File: src/rtl/xc_malu_seq_if.sv
// Request/response bus and MALU-side signals of the xc_malu_seq sequencer.
// The sequencer uses the slave modport. Whatever sits around it uses the
// master modport: it issues requests, takes responses and returns the MALU
// results.
//
// Handshakes: a transfer happens on a rising clock edge where valid && ready.
// The side raising valid keeps valid and its payload stable until that edge.
// The req and rsp channels follow this rule. On the MALU side,
// malu_valid/operands stay stable until malu_flush (malu_valid && malu_ready,
// or a watchdog abort) is seen.
interface xc_malu_seq_if;
  logic        req_valid;
  logic        req_ready;
  logic [2:0]  req_op;
  logic        req_lh_sign;
  logic        req_rh_sign;
  logic        req_carryless;
  logic [2:0]  req_pw;
  logic [31:0] req_rs1;
  logic [31:0] req_rs2;
  logic [31:0] req_rs3;

  logic        rsp_valid;
  logic        rsp_ready;
  logic [63:0] rsp_result;
  logic        rsp_err;

  logic        malu_valid;
  logic        malu_flush;
  logic [6:0]  malu_uop;
  logic        malu_lh_sign;
  logic        malu_rh_sign;
  logic        malu_carryless;
  logic [4:0]  malu_pw;
  logic [31:0] malu_rs1;
  logic [31:0] malu_rs2;
  logic [31:0] malu_rs3;
  logic [63:0] malu_result_mul;
  logic [31:0] malu_result_div_q;
  logic [31:0] malu_result_div_r;
  logic        malu_ready;

  modport slave (
    input  req_valid, req_op, req_lh_sign, req_rh_sign, req_carryless, req_pw,
           req_rs1, req_rs2, req_rs3,
    output req_ready,
    output rsp_valid, rsp_result, rsp_err,
    input  rsp_ready,
    output malu_valid, malu_flush, malu_uop, malu_lh_sign, malu_rh_sign,
           malu_carryless, malu_pw, malu_rs1, malu_rs2, malu_rs3,
    input  malu_result_mul, malu_result_div_q, malu_result_div_r, malu_ready
  );

  modport master (
    output req_valid, req_op, req_lh_sign, req_rh_sign, req_carryless, req_pw,
           req_rs1, req_rs2, req_rs3,
    input  req_ready,
    input  rsp_valid, rsp_result, rsp_err,
    output rsp_ready,
    input  malu_valid, malu_flush, malu_uop, malu_lh_sign, malu_rh_sign,
           malu_carryless, malu_pw, malu_rs1, malu_rs2, malu_rs3,
    output malu_result_mul, malu_result_div_q, malu_result_div_r, malu_ready
  );
endinterface

File: src/rtl/xc_malu_seq.sv
// Instruction-level sequencer in front of xc_malu. It takes one request per
// handshake and issues one micro-op (DIVREM/MUL/MADD) or two micro-ops
// (MSUB/MACC). It then returns a 64-bit result with an error flag. A
// per-micro-op watchdog aborts a MALU operation that never completes.
module xc_malu_seq #(
  parameter int unsigned MAX_CYCLES = 64
) (
  input  logic         clock,
  input  logic         resetn,
  xc_malu_seq_if.slave bus,
  output logic [1:0]   dbg_state
);

  // One-hot micro-op encoding {drem,mul,madd,msub_1,msub_2,macc_1,macc_2}.
  // The second phase of MSUB/MACC sits one bit below its first phase.
  localparam logic [6:0] UOP_DREM   = 7'b1000000;
  localparam logic [6:0] UOP_MUL    = 7'b0100000;
  localparam logic [6:0] UOP_MADD   = 7'b0010000;
  localparam logic [6:0] UOP_MSUB_1 = 7'b0001000;
  localparam logic [6:0] UOP_MACC_1 = 7'b0000010;

  // One-hot packed width {pw_32,pw_16,pw_8,pw_4,pw_2}.
  localparam logic [4:0] PW_32 = 5'b10000;
  localparam logic [4:0] PW_16 = 5'b01000;
  localparam logic [4:0] PW_8  = 5'b00100;
  localparam logic [4:0] PW_4  = 5'b00010;
  localparam logic [4:0] PW_2  = 5'b00001;

  localparam logic [7:0] WD_LAST = 8'(MAX_CYCLES - 1);

  typedef enum logic [1:0] {
    IDLE   = 2'd0,
    ISSUE1 = 2'd1,
    ISSUE2 = 2'd2,
    RESP   = 2'd3
  } state_t;

  state_t      state_q;
  logic        req_ready_q;
  logic        rsp_valid_q;
  logic        rsp_err_q;
  logic [63:0] rsp_result_q;
  logic        malu_valid_q;
  logic [6:0]  malu_uop_q;
  logic        lh_sign_q;
  logic        rh_sign_q;
  logic        carryless_q;
  logic [4:0]  pw_q;
  logic [31:0] rs1_q;
  logic [31:0] rs2_q;
  logic [31:0] rs3_q;
  logic [7:0]  wd_q;

  logic [6:0]  dec_uop;
  logic [4:0]  dec_pw;
  logic        dec_illegal;
  logic        malu_done;
  logic        wd_hit;

  // Decode the incoming request into one-hot first uop and packed width.
  always_comb begin
    dec_uop     = '0;
    dec_pw      = '0;
    dec_illegal = 1'b0;
    case (bus.req_op)
      3'd0:    dec_uop = UOP_DREM;
      3'd1:    dec_uop = UOP_MUL;
      3'd2:    dec_uop = UOP_MADD;
      3'd3:    dec_uop = UOP_MSUB_1;
      3'd4:    dec_uop = UOP_MACC_1;
      default: dec_illegal = 1'b1;
    endcase
    case (bus.req_pw)
      3'd0:    dec_pw = PW_32;
      3'd1:    dec_pw = PW_16;
      3'd2:    dec_pw = PW_8;
      3'd3:    dec_pw = PW_4;
      3'd4:    dec_pw = PW_2;
      default: dec_illegal = 1'b1;
    endcase
    // Division always runs at full width.
    if (bus.req_op == 3'd0) begin
      dec_pw = PW_32;
    end
  end

  // A micro-op ends on MALU completion, or on the cycle in which the watchdog
  // reaches its limit. Completion in that same cycle takes priority.
  assign malu_done = malu_valid_q && bus.malu_ready;
  assign wd_hit    = malu_valid_q && !bus.malu_ready && (wd_q == WD_LAST);

  // Request / micro-op / response sequencing with registered outputs.
  always_ff @(posedge clock or negedge resetn) begin
    if (!resetn) begin
      state_q      <= IDLE;
      req_ready_q  <= 1'b1;
      rsp_valid_q  <= 1'b0;
      rsp_err_q    <= 1'b0;
      rsp_result_q <= '0;
      malu_valid_q <= 1'b0;
      malu_uop_q   <= '0;
      lh_sign_q    <= 1'b0;
      rh_sign_q    <= 1'b0;
      carryless_q  <= 1'b0;
      pw_q         <= '0;
      rs1_q        <= '0;
      rs2_q        <= '0;
      rs3_q        <= '0;
      wd_q         <= '0;
    end else begin
      case (state_q)
        IDLE: begin
          if (bus.req_valid && req_ready_q) begin
            req_ready_q <= 1'b0;
            wd_q        <= '0;
            if (dec_illegal) begin
              state_q      <= RESP;
              rsp_valid_q  <= 1'b1;
              rsp_err_q    <= 1'b1;
              rsp_result_q <= '0;
            end else begin
              state_q      <= ISSUE1;
              malu_valid_q <= 1'b1;
              malu_uop_q   <= dec_uop;
              lh_sign_q    <= bus.req_lh_sign;
              // DIVREM uses one signedness for both operands.
              rh_sign_q    <= (bus.req_op == 3'd0) ? bus.req_lh_sign : bus.req_rh_sign;
              carryless_q  <= (bus.req_op == 3'd1) && bus.req_carryless;
              pw_q         <= dec_pw;
              rs1_q        <= bus.req_rs1;
              rs2_q        <= bus.req_rs2;
              rs3_q        <= bus.req_rs3;
            end
          end
        end
        ISSUE1, ISSUE2: begin
          if (!malu_valid_q) begin
            // Idle gap cycle between phases; start phase two now.
            malu_valid_q <= 1'b1;
            wd_q         <= '0;
          end else if (malu_done) begin
            malu_valid_q <= 1'b0;
            wd_q         <= '0;
            if ((state_q == ISSUE1) && (malu_uop_q[3] || malu_uop_q[1])) begin
              state_q    <= ISSUE2;
              malu_uop_q <= malu_uop_q >> 1;
              rs3_q      <= bus.malu_result_mul[31:0];
            end else begin
              state_q      <= RESP;
              malu_uop_q   <= '0;
              rsp_valid_q  <= 1'b1;
              rsp_err_q    <= 1'b0;
              rsp_result_q <= malu_uop_q[6] ?
                              {bus.malu_result_div_r, bus.malu_result_div_q} :
                              bus.malu_result_mul;
            end
          end else if (wd_hit) begin
            malu_valid_q <= 1'b0;
            malu_uop_q   <= '0;
            wd_q         <= '0;
            state_q      <= RESP;
            rsp_valid_q  <= 1'b1;
            rsp_err_q    <= 1'b1;
            rsp_result_q <= '0;
          end else begin
            wd_q <= wd_q + 8'd1;
          end
        end
        RESP: begin
          if (bus.rsp_ready) begin
            rsp_valid_q <= 1'b0;
            rsp_err_q   <= 1'b0;
            req_ready_q <= 1'b1;
            state_q     <= IDLE;
          end
        end
        default: state_q <= IDLE;
      endcase
    end
  end

  assign bus.req_ready      = req_ready_q;
  assign bus.rsp_valid      = rsp_valid_q;
  assign bus.rsp_err        = rsp_err_q;
  assign bus.rsp_result     = rsp_result_q;
  assign bus.malu_valid     = malu_valid_q;
  assign bus.malu_flush     = malu_done || wd_hit;
  assign bus.malu_uop       = malu_uop_q;
  assign bus.malu_lh_sign   = lh_sign_q;
  assign bus.malu_rh_sign   = rh_sign_q;
  assign bus.malu_carryless = carryless_q;
  assign bus.malu_pw        = pw_q;
  assign bus.malu_rs1       = rs1_q;
  assign bus.malu_rs2       = rs2_q;
  assign bus.malu_rs3       = rs3_q;
  assign dbg_state          = state_q;

endmodule

File: src/flat_wrapper.sv
// flat-port wrapper written by rule: the top's interface ports become plain ports
module xc_malu_seq_flat 
#(
  parameter int unsigned MAX_CYCLES = 64
)
  (clock, resetn, dbg_state, bus_req_valid, bus_req_op, bus_req_lh_sign, bus_req_rh_sign, bus_req_carryless, bus_req_pw, bus_req_rs1, bus_req_rs2, bus_req_rs3, bus_req_ready, bus_rsp_valid, bus_rsp_result, bus_rsp_err, bus_rsp_ready, bus_malu_valid, bus_malu_flush, bus_malu_uop, bus_malu_lh_sign, bus_malu_rh_sign, bus_malu_carryless, bus_malu_pw, bus_malu_rs1, bus_malu_rs2, bus_malu_rs3, bus_malu_result_mul, bus_malu_result_div_q, bus_malu_result_div_r, bus_malu_ready);
  xc_malu_seq_if bus_i ();
  input  logic clock;
  input  logic resetn;
  output logic [1:0] dbg_state;
  input wire logic [$bits(bus_i.req_valid)-1:0] bus_req_valid;
  input wire logic [$bits(bus_i.req_op)-1:0] bus_req_op;
  input wire logic [$bits(bus_i.req_lh_sign)-1:0] bus_req_lh_sign;
  input wire logic [$bits(bus_i.req_rh_sign)-1:0] bus_req_rh_sign;
  input wire logic [$bits(bus_i.req_carryless)-1:0] bus_req_carryless;
  input wire logic [$bits(bus_i.req_pw)-1:0] bus_req_pw;
  input wire logic [$bits(bus_i.req_rs1)-1:0] bus_req_rs1;
  input wire logic [$bits(bus_i.req_rs2)-1:0] bus_req_rs2;
  input wire logic [$bits(bus_i.req_rs3)-1:0] bus_req_rs3;
  output wire logic [$bits(bus_i.req_ready)-1:0] bus_req_ready;
  output wire logic [$bits(bus_i.rsp_valid)-1:0] bus_rsp_valid;
  output wire logic [$bits(bus_i.rsp_result)-1:0] bus_rsp_result;
  output wire logic [$bits(bus_i.rsp_err)-1:0] bus_rsp_err;
  input wire logic [$bits(bus_i.rsp_ready)-1:0] bus_rsp_ready;
  output wire logic [$bits(bus_i.malu_valid)-1:0] bus_malu_valid;
  output wire logic [$bits(bus_i.malu_flush)-1:0] bus_malu_flush;
  output wire logic [$bits(bus_i.malu_uop)-1:0] bus_malu_uop;
  output wire logic [$bits(bus_i.malu_lh_sign)-1:0] bus_malu_lh_sign;
  output wire logic [$bits(bus_i.malu_rh_sign)-1:0] bus_malu_rh_sign;
  output wire logic [$bits(bus_i.malu_carryless)-1:0] bus_malu_carryless;
  output wire logic [$bits(bus_i.malu_pw)-1:0] bus_malu_pw;
  output wire logic [$bits(bus_i.malu_rs1)-1:0] bus_malu_rs1;
  output wire logic [$bits(bus_i.malu_rs2)-1:0] bus_malu_rs2;
  output wire logic [$bits(bus_i.malu_rs3)-1:0] bus_malu_rs3;
  input wire logic [$bits(bus_i.malu_result_mul)-1:0] bus_malu_result_mul;
  input wire logic [$bits(bus_i.malu_result_div_q)-1:0] bus_malu_result_div_q;
  input wire logic [$bits(bus_i.malu_result_div_r)-1:0] bus_malu_result_div_r;
  input wire logic [$bits(bus_i.malu_ready)-1:0] bus_malu_ready;
  assign bus_i.req_valid = bus_req_valid;
  assign bus_i.req_op = bus_req_op;
  assign bus_i.req_lh_sign = bus_req_lh_sign;
  assign bus_i.req_rh_sign = bus_req_rh_sign;
  assign bus_i.req_carryless = bus_req_carryless;
  assign bus_i.req_pw = bus_req_pw;
  assign bus_i.req_rs1 = bus_req_rs1;
  assign bus_i.req_rs2 = bus_req_rs2;
  assign bus_i.req_rs3 = bus_req_rs3;
  assign bus_req_ready = bus_i.req_ready;
  assign bus_rsp_valid = bus_i.rsp_valid;
  assign bus_rsp_result = bus_i.rsp_result;
  assign bus_rsp_err = bus_i.rsp_err;
  assign bus_i.rsp_ready = bus_rsp_ready;
  assign bus_malu_valid = bus_i.malu_valid;
  assign bus_malu_flush = bus_i.malu_flush;
  assign bus_malu_uop = bus_i.malu_uop;
  assign bus_malu_lh_sign = bus_i.malu_lh_sign;
  assign bus_malu_rh_sign = bus_i.malu_rh_sign;
  assign bus_malu_carryless = bus_i.malu_carryless;
  assign bus_malu_pw = bus_i.malu_pw;
  assign bus_malu_rs1 = bus_i.malu_rs1;
  assign bus_malu_rs2 = bus_i.malu_rs2;
  assign bus_malu_rs3 = bus_i.malu_rs3;
  assign bus_i.malu_result_mul = bus_malu_result_mul;
  assign bus_i.malu_result_div_q = bus_malu_result_div_q;
  assign bus_i.malu_result_div_r = bus_malu_result_div_r;
  assign bus_i.malu_ready = bus_malu_ready;
  xc_malu_seq #(.MAX_CYCLES(MAX_CYCLES)) u_core (.clock(clock), .resetn(resetn), .bus(bus_i), .dbg_state(dbg_state));
endmodule
File: config.mk
export PLATFORM = sky130hd
export DESIGN_NAME = xc_malu_seq_flat
export DESIGN_NICKNAME = d
export VERILOG_FILES = /design/src/rtl/xc_malu_seq_if.sv /design/src/rtl/xc_malu_seq.sv /design/src/flat_wrapper.sv
export SDC_FILE = /design/constraint.sdc
export NUM_CORES = 1
export LEC_CHECK = 0
export CAP_MARGIN = 15
export CORE_AREA = 10 10 226 121
export CTS_BUF_LIST = sky130_fd_sc_hd__clkbuf_4 sky130_fd_sc_hd__clkbuf_8
export DETAILED_ROUTE_END_ITERATION = 8
export DIE_AREA = 0 0 236 131
export PLACE_DENSITY = 0.86
export RECOVER_POWER = 50
export SETUP_SLACK_MARGIN = 0.15
export SYNTH_ARGS = -nofsm -noshare
export SYNTH_HDL_FRONTEND = slang
export SYNTH_SLANG_ARGS = --single-unit
File: constraint.sdc
create_clock -name clock -period 2.3 [get_ports clock]
set_input_delay 0.46 -clock clock [delete_from_list [all_inputs] [get_ports clock]]
set_output_delay 0.46 -clock clock [all_outputs]
set_load 0.01 [all_outputs]
Word level (Yosys, flattened, before mapping)
Cells that the tools add are included.
{"block": "classes", "n_addsub": 1, "n_eq_ne": 21, "n_mux": 61, "bitwise": 1, "n_reduce_logical": 26}
{"operator": "2-to-1 mux 64 bit", "count": 7}
{"operator": "2-to-1 mux 32 bit", "count": 5}
{"operator": "one-hot mux 64 bit (2 select lines)", "count": 1}
{"operator": "one-hot mux 32 bit (2 select lines)", "count": 1}
{"operator": "2-to-1 mux 7 bit", "count": 5}
{"operator": "one-hot mux 7 bit (5 select lines)", "count": 1}
{"operator": "2-to-1 mux 8 bit", "count": 4}
{"operator": "one-hot mux 5 bit (5 select lines)", "count": 1}
{"operator": "2-to-1 mux 1 bit", "count": 21}
{"operator": "AND reduction 6 bit", "count": 3}
{"operator": "one-hot mux 8 bit (2 select lines)", "count": 1}
{"operator": "one-hot mux 7 bit (2 select lines)", "count": 1}
{"operator": "equality test 3 x 2 -> 1 bit (second input constant)", "count": 4}
{"operator": "2-to-1 mux 2 bit", "count": 6}
{"operator": "!= test 2 x 1 -> 1 bit (second input constant)", "count": 5}
{"operator": "OR reduction 5 bit", "count": 2}
{"operator": "AND reduction 3 bit", "count": 3}
{"operator": "adder 8 x 1 -> 8 bit (second input constant)", "count": 1}
{"operator": "equality test 8 x 6 -> 1 bit (second input constant)", "count": 1}
{"operator": "equality test 3 x 1 -> 1 bit (second input constant)", "count": 2}
{"operator": "equality test 3 bit (second input constant)", "count": 2}
{"operator": "logical AND 1 bit", "count": 6}
{"operator": "logical NOT 3 bit", "count": 2}
{"operator": "2-to-1 mux 6 bit", "count": 1}
{"operator": "18 further kinds", "count": 24}
{"block": "totals", "ff_bits": 189, "out_inout_bits": 182}

Longest topological paths before layout
Gate-level depths: netlist (run 1).
{"block": "depth", "ltp_word": 7, "ltp_mapped": 8}

Least setup slack after synthesis (run 1)
No wires, ideal clock.
{"block": "synth_path", "kind": "register to register", "from": "register u_core.state_q[0], in the netlist u_core.dbg_state[0]", "to": "register u_core.rs3_q[10], in the netlist u_core.bus.malu_rs3[10]", "setup_ns": 0.125, "arrival_time_ns": 2.151, "required_ns": 2.175, "slack_ns": 0.025, "path_stages_with_launch": 7, "n_path_buf": 2, "synth_period_minus_slack_ns": 2.275, "path_cell_list": "dfrtp_1 inv_1 ha_1 clkbuf_1 clkbuf_1 mux2_2 mux2_2"}
{"block": "synth_via", "elab_chain_len": 4, "word_cells_on_any_way": 13, "cone_classes": "eq/ne (7); mux (1); reduce/logical (5)"}
{"item": "from (decl)", "line": "xc_malu_seq.sv:38", "source": "state_t state_q;"}
{"item": "from (signal assigned)", "line": "xc_malu_seq.sv:95", "source": "state_q <= IDLE;"}
{"item": "from (signal assigned)", "line": "xc_malu_seq.sv:117", "source": "state_q <= RESP;"}
{"item": "from (signal assigned)", "line": "xc_malu_seq.sv:122", "source": "state_q <= ISSUE1;"}
{"item": "equality test 2 bit or equality test 2 x 1 -> 1 bit (tied branches)", "line": "xc_malu_seq.sv:111, xc_malu_seq.sv:144"}
{"item": "OR reduction 2 bit or logical AND 1 bit (tied branches)", "line": "xc_malu_seq.sv:111, xc_malu_seq.sv:144"}
{"item": "!= test 2 x 1 -> 1 bit (no line) or nonzero test 2 bit (tied branches)"}
{"item": "AND reduction 6 bit (no line)"}
{"item": "to (signal assigned)", "line": "xc_malu_seq.sv:132", "source": "rs3_q <= bus.req_rs3;"}
{"item": "to (signal assigned)", "line": "xc_malu_seq.sv:147", "source": "rs3_q <= bus.malu_result_mul[31:0];"}
{"item": "to (decl)", "line": "xc_malu_seq.sv:51", "source": "logic [31:0] rs3_q;"}
Parallel ways exist; a longest one is shown, timed or not.
A chain may end at the register's enable or synchronous reset.

Worst setup path in the final report (run 1)
{"block": "layout_path", "from": "input bus_malu_ready", "to": "register u_core.rsp_result_q[33], in the netlist u_core.bus.rsp_result[33]"}
{"block": "layout_via", "elab_chain_len": 5, "word_cells_on_any_way": 10, "cone_classes": "eq/ne (2); mux (3); reduce/logical (5)"}
{"item": "from (decl)", "line": "flat_wrapper.sv:38", "source": "input wire logic [$bits(bus_i.malu_ready)-1:0] bus_malu_ready;"}
{"item": "logical NOT 1 bit", "line": "xc_malu_seq.sv:90", "source": "assign wd_hit = malu_valid_q && !bus.malu_ready && (wd_q == WD_LAST);"}
{"item": "logical AND 1 bit (2 in a row)", "line": "xc_malu_seq.sv:90"}
{"item": "!= test 3 x 1 -> 1 bit (no line)"}
{"item": "AND reduction 6 bit (no line)"}
{"item": "to (signal assigned)", "line": "xc_malu_seq.sv:153", "source": "rsp_result_q <= malu_uop_q[6] ?"}
{"item": "to (decl)", "line": "xc_malu_seq.sv:42", "source": "logic [63:0] rsp_result_q;"}
Parallel ways exist; a longest one is shown, timed or not. The select of a mux whose other input is x is not followed.

==> results of run 1 <==
## worst reg2reg max path: stages, from the launching register on
cell,delay (ps)
dfrtp_1,400
or3b_4,410
buf_6,140
o311ai_4,230
nand4_1,200
buf_12,220
buf_16,180
mux2_4,300
## power by group through the flow
stage | Clock [mW] | Sequential [mW] | Combinational (mW)
CTS | 2.28 | 5.25 | 10.0
floorplan | 0 | 5.81 | 4.53
detailed placement | 0 | 5.41 | 9.42
finish | 2.22 | 5.25 | 10.3
global placement | 0 | 5.33 | 9.24
global route | 2.42 | 5.40 | 10.9
## worst max-delay path by stage
stage | startpoint | end | slack [ps] | cells after the start
3_5_place_dp | bus_malu_ready | bus_malu_flush | -510 | 4
4_1_cts | u_core.dbg_state[1] | u_core.bus.rsp_result[22] | 30 | 8
6_report | bus_malu_ready | u_core.bus.rsp_result[33] | 90 | 8
5_1_grt | u_core.dbg_state[0] | u_core.bus.rsp_result[0] | 60 | 8
3_3_place_gp | bus_malu_ready | bus_malu_flush | -510 | 4
2_1_floorplan | u_core.bus.malu_valid | u_core.bus.rsp_result[14] | 180 | 6
## layer usage
layer	part of all wire, %	global-route usage (%)	up-vias
met2	48	33.1	238
met3	7.8	7.90	26
met1	43	24.1	3591
li1	-	-	3339
met5	0	0	-
met4	1.5	6.07	0
## synthesized netlist by cell type (all sizes together) (2+ instances only)
cell type / instances / area share, %
and3: 3 / 0.21
o21ai: 17 / 0.94
a21bo: 4 / 0.44
nor2: 72 / 3.0
nor3b: 2 / 0.17
buf: 22 / 1.4
nand4: 4 / 0.28
o31ai: 3 / 0.25
inv: 12 / 0.50
mux2: 198 / 27
a32o: 2 / 0.22
ha: 4 / 0.56
nand3b: 2 / 0.17
a22o: 3 / 0.29
a21boi: 2 / 0.17
o311ai: 2 / 0.39
o211a: 2 / 0.22
mux2i: 66 / 7.3
a21oi: 8 / 0.44
dfrtp: 188 / 52
clkbuf: 16 / 0.67
nor3: 5 / 0.28
nand2: 15 / 0.63
a31oi: 2 / 0.14
nand3: 10 / 0.56
nand2b: 2 / 0.14
## flip-flops by register name (all words and copies together), names as in the netlist, 2 cells and up
name / flops
u_core.bus.malu_pw: 5
u_core.dbg_state: 2
u_core.bus.malu_uop: 7
u_core.bus.malu_rs3: 32
u_core.bus.malu_rs2: 32
u_core.bus.malu_rs1: 32
u_core.bus.rsp_result: 64
u_core.wd_q: 8
## per-stage QoR
step | area, µm² | hold slack [ps]
after detailed placement | 13900 | 482
after CTS | 14400 | 501
after global placement | 13900 | 464
after global routing | 14500 | 516
final | 14500 | 499
after floorplan | 9020 | 164
## kinds of logic (layout without fill, tap and decap cells)
logic type | after synthesis | after routing | synth area share, %
simple gates | 123 | 123 | 6.24
other cells | 0 | 1 | 0
fa+ha+maj | 4 | 4 | 0.556
mux | 264 | 264 | 34.1
compound gates | 49 | 49 | 3.85
xor+xnor | 1 | 1 | 0.0973
flops | 189 | 189 | 52.5
buf+inv | 50 | 524 | 2.61
## final cells by class
class                           instances  area [µm²]  area share, %
Multi-Input combinational cell        441        4110           28.4
Timing Repair Buffer                  480        4810           33.2
Tap cell                              315         394           2.72
Clock inverter                          8        82.6          0.570
Sequential cell                       189        4730           32.7
Clock buffer                           24         305           2.11
Antenna cell                            1        2.50         0.0173
Inverter                               12        45.0          0.311
## repair_timing
| item | in CTS | in global routing |
|---|---|---|
| hold buffers | 1 | 0 |
| pin swaps | 0 | 2 |
| buffers inserted | 7 | 4 |
| gates resized for setup | 12 | 16 |
| gates cloned | 2 | 4 |
| endpoints found under the setup margin | 70 | 69 |
| endpoints found under the hold margin | 56 | 0 |
==> impl_metrics.env, run 1 <==
export IMPL_status="complete, no violations"
export IMPL_num_rows=40
export IMPL_synth_seq_area_share_pct=52.5
export IMPL_power_switching_mw=6.30
export IMPL_worstHoldPathCells=2
export IMPL_synth_area_mm2=0.00901
export IMPL_cp_arrival_ps=2580
export IMPL_wl_per_cell_um=22.2
export IMPL_syn_avg_cell_area_um2=13.2
export IMPL_num_vias=7194
export IMPL_preCtsSetupSlack_ps=-514
export IMPL_die_h_um=131
export IMPL_track_usage_pct=20.1
export IMPL_seqPwrFrac_pct=29.6
export IMPL_routed_wl_um=32600
export IMPL_post_dp_hpwl_um=24900
export IMPL_grt_overflow_total=0
export IMPL_grt_max_degree=65
export IMPL_synth_enable_flop_cells=0
export IMPL_worstPathCellList="clkdlybuf4s50_1 -> or3b_4 -> buf_6 -> o311ai_4 -> nand4_1 -> buf_12 -> buf_16 -> mux2_4"
export IMPL_start_kind="primary input"
export IMPL_max_slew_worst_pin_slew_ps=1050
export IMPL_cpMaxStageDelayCell="or3b_4"
export IMPL_ys_warn_count=0
export IMPL_maxSlewViolCount=0
export IMPL_critical_path_max_fanout=11
export IMPL_grt_pass1_vias=7865
export IMPL_syn_nets=922
export IMPL_relSlewSlack_pct=30.0
export IMPL_fmax_mhz=452
export IMPL_port_buffers=419
export IMPL_worstHoldStart="u_core.bus.malu_pw[0]"
export IMPL_cts_buffers=17
export IMPL_finalHoldViolCount=0
export IMPL_ff2ff_path_depth=7
export IMPL_synth_distinct_cells=46
export IMPL_rsz0062_at_grt="true"
export IMPL_fin_skew_ps=14.7
export IMPL_max_cap_violations=0
export IMPL_hp_class="flip-flop to flip-flop"
export IMPL_cts_sinks=189
export IMPL_layout_drive_gt1_share_pct=26.1
export IMPL_fin_total_pwr_mw=17.8
export IMPL_cp_end_kind="flip-flop"
export IMPL_setup_viol_count_final=0
export IMPL_p_int_mw=11.5
export IMPL_hold_end="u_core.bus.malu_pw[0]"
export IMPL_crit_family="buffers and inverters"
export IMPL_syn_instance_count=680
export IMPL_async_flop_share_pct=100
export IMPL_h_tree_depth=4
export IMPL_postRouteAntennaNets=0
export IMPL_final_nets=1383
export IMPL_die_x_um=236
export IMPL_dr_pass1_iters=4
export IMPL_clkPwrFrac_pct=12.5
export IMPL_initial_core_util_pct=38.4
export IMPL_worst_r2r_endpoint="u_core.bus.rsp_result[33]"
export IMPL_fin_crit_ps=2210
export IMPL_crit_buf_inv=4
export IMPL_cts_tree="done"
export IMPL_timing_final_crit_share_pct=96.1
export IMPL_synth_seq_cells=189
export IMPL_core_area_mm2=0.0235
export IMPL_rrSetupSlack_ps=100
export IMPL_grt_pass1_wl_um=47600
export IMPL_finalWeightedCongestion=0.816
export IMPL_fillers=1829
export IMPL_tns_ps=0
export IMPL_swShare_pct=35.5
export IMPL_clockBufferDepth=2
export IMPL_grt_antenna_before_repair=1
export IMPL_synth_ff_type="dfrtp_1"
export IMPL_peakVddDrop_mv=0.725
export IMPL_route_detailed_drc=0
export IMPL_syn_to_final_growth_pct=60.9
export IMPL_die_area_mm2=0.0309
export IMPL_final_cells=1470
export IMPL_insertion_delay_ps=490
export IMPL_slowest_delay_ps=430
export IMPL_cts_clk_slew_worst_paths_ps=90
export IMPL_p_comb_share_pct=57.9
export IMPL_setup_worst_path_class="primary input to flip-flop"
export IMPL_pin_count=420
export IMPL_drt_iter0_drc=382
export IMPL_layout_common_cells="clkdlybuf4s50_1 (403), dfrtp_1 (187), mux2_2 (149)"
export IMPL_layout_commonest_cell="clkdlybuf4s50_1"
export IMPL_r2r_start="u_core.wd_q[7]"
export IMPL_required_ps=2670
export IMPL_placed_cells=1419
export IMPL_p_leak_nw=6.27
export IMPL_postLayoutCoreUtil_pct=61.7
export IMPL_vias_per_cell=4.89
export IMPL_worst_slack_ps=89.8
export IMPL_root_buffer="clkbuf_8"
export IMPL_power_density_mw_per_mm2=1230
No activity file was read; power rests on OpenSTA's default activity.
==> inputs of run 2 (changes only) <==
Settings changed: PLACE_DENSITY 0.86 to default, PLACE_DENSITY_LB_ADDON from default to 0.12.
==> impl_metrics.env, run 2 (synthesis gave the netlist of run 1 again) <==
export IMPL_critical_path_max_fanout=9
export IMPL_dr_pass1_iters=4
export IMPL_cts_buffers=17
export IMPL_cp_end_kind="flip-flop"
export IMPL_core_area_mm2=0.0235
export IMPL_fin_crit_ps=2220
export IMPL_routed_wl_um=33400
export IMPL_num_rows=40
export IMPL_post_dp_cell_area_mm2=0.0139
export IMPL_cts_sinks=189
export IMPL_start_kind="primary input"
export IMPL_fin_skew_ps=14.0
export IMPL_crit_family="buffers and inverters"
export IMPL_peakVddDrop_mv=0.652
export IMPL_max_slew_worst_pin_slew_ps=1060
export IMPL_holdWs_ps=489
export IMPL_p_comb_share_pct=58.4
export IMPL_rsz0062_at_grt="true"
export IMPL_maxSlewViolCount=0
export IMPL_slowest_delay_ps=440
export IMPL_relSlewSlack_pct=29.1
export IMPL_root_buffer="clkbuf_8"
export IMPL_finalWeightedCongestion=0.861
export IMPL_setup_worst_path_class="primary input to flip-flop"
export IMPL_cpMaxStageDelayCell="clkdlybuf4s50_1"
export IMPL_syn_to_final_growth_pct=61.7
export IMPL_die_area_mm2=0.0309
export IMPL_setup_viol_count_final=0
export IMPL_clockBufferDepth=2
export IMPL_p_int_mw=11.8
export IMPL_cts_clk_slew_worst_paths_ps=90
export IMPL_layout_commonest_cell="clkdlybuf4s50_1"
export IMPL_grt_overflow_total=0
export IMPL_final_nets=1383
export IMPL_cp_arrival_ps=2590
export IMPL_grt_antenna_before_repair=1
export IMPL_vias_per_cell=4.83
export IMPL_grt_max_degree=60
export IMPL_post_dp_hpwl_um=25200
export IMPL_track_usage_pct=20.7
export IMPL_swShare_pct=34.9
export IMPL_status="complete, no violations"
export IMPL_pin_count=420
export IMPL_max_cap_violations=0
export IMPL_crit_buf_inv=3
export IMPL_die_x_um=236
export IMPL_clkPwrFrac_pct=12.6
export IMPL_largest_register_ff_count=64
export IMPL_drt_iter0_drc=315
export IMPL_layout_common_cells="clkdlybuf4s50_1 (398), dfrtp_1 (187), mux2_2 (149)"
export IMPL_h_tree_depth=4
export IMPL_cts_tree="done"
export IMPL_timing_final_crit_share_pct=96.6
export IMPL_worstPathCellList="clkdlybuf4s50_1 -> or3b_4 -> o311ai_4 -> nand4_1 -> buf_4 -> clkbuf_16 -> mux2_4"
export IMPL_hp_class="flip-flop to flip-flop"
export IMPL_grt_pass1_vias=7613
export IMPL_p_leak_nw=6.32
export IMPL_fmax_mhz=450
export IMPL_seqPwrFrac_pct=29.0
export IMPL_final_area_mm2=0.0146
export IMPL_postRouteAntennaNets=0
export IMPL_grt_pass1_wl_um=48800
export IMPL_power_density_mw_per_mm2=1250
export IMPL_layout_drive_gt1_share_pct=26.6
export IMPL_initial_core_util_pct=38.4
export IMPL_port_buffers=419
export IMPL_route_detailed_drc=0
export IMPL_finalHoldViolCount=0
export IMPL_num_vias=7095
export IMPL_insertion_delay_ps=490
export IMPL_power_switching_mw=6.33
export IMPL_wl_per_cell_um=22.7
export IMPL_required_ps=2670
export IMPL_die_h_um=131
==> run 2: what timing repair did <==
item | CTS | global route
hold buffers | 1 | 0
setup endpoints to repair | 66 | 65
hold endpoints to repair | 54 | 0
setup buffers | 5 | 5
pin swaps | 1 | 3
gates resized for setup | 15 | 8
cloned | 3 | 6
==> run 2: through the flow <==
| stage | power (mW) | setup slack [ps] | utilization, % | setup TNS [ps] | std cells |
|---|---|---|---|---|---|
| floorplan | 10.3 | 183 | - | 0 | 680 |
| global placement | 14.8 | -270 | 59.2 | -16810 | 1417 |
| detailed placement | 14.9 | -296 | 59.2 | -17970 | 1417 |
| CTS | 17.8 | 132 | 61.6 | 0 | 1457 |
| global route | 19.2 | 60.8 | 62.0 | 0 | 1468 |
| finish | 18.1 | 78.5 | 62.1 | 0 | 1469 |
==> run 2: layout make-up <==
cell class / count / area, µm²
inverters: 12 / 45.0
multi-input cells: 441 / 4120
diodes: 1 / 2.50
flip-flops and latches: 189 / 4730
clock buffers: 25 / 313
well taps: 315 / 394
fillers: 1913 / 8910
repair buffers: 480 / 4880
clock inverters: 6 / 85.1
==> run 2: worst paths after layout <==
check	start	end	slack, ps	cells after the start
setup / recovery	bus_malu_ready	u_core.bus.rsp_result[15]	80	7
max in group asynchronous	resetn	u_core.bus.rsp_result[47]	300	3
setup reg to reg	u_core.wd_q[7]	u_core.bus.rsp_result[15]	100	6
hold / removal	u_core.bus.malu_rh_sign	u_core.bus.malu_rh_sign	490	2
hold reg to reg	u_core.bus.malu_rh_sign	u_core.bus.malu_rh_sign	490	2
min in group asynchronous	resetn	u_core.bus.malu_rs1[29]	540	2
==> run 2: power groups by stage <==
| stage | clock (mW) | combinational, mW | sequential [mW] |
|---|---|---|---|
| final | 2.29 | 10.6 | 5.26 |
| after detailed placement | 0 | 9.58 | 5.30 |
| after CTS | 2.36 | 10.2 | 5.25 |
| after global placement | 0 | 9.50 | 5.26 |
| after floorplan | 0 | 4.53 | 5.81 |
| after global routing | 2.50 | 11.2 | 5.41 |
==> run 2: worst register-to-register path, cell delays in order, from the launching register on <==
cell	delay, ps
dfrtp_1	420
or3b_4	420
o311ai_4	290
nand4_1	240
buf_4	240
clkbuf_16	180
mux2_4	290
==> run 2: layer usage <==
layer	up-vias	global-route usage, %	wire length, µm
met5	-	0	13
met4	2	4.95	346
li1	3339	-	-
met3	29	7.44	2580
met2	205	33.0	15900
met1	3520	26.5	14500
==> inputs of run 3 (changes only) <==
Settings changed: SLEW_MARGIN from default to 25.
==> results of run 3 <==
Same layout as run 2: the final DEF is identical, and so are final timing and power.
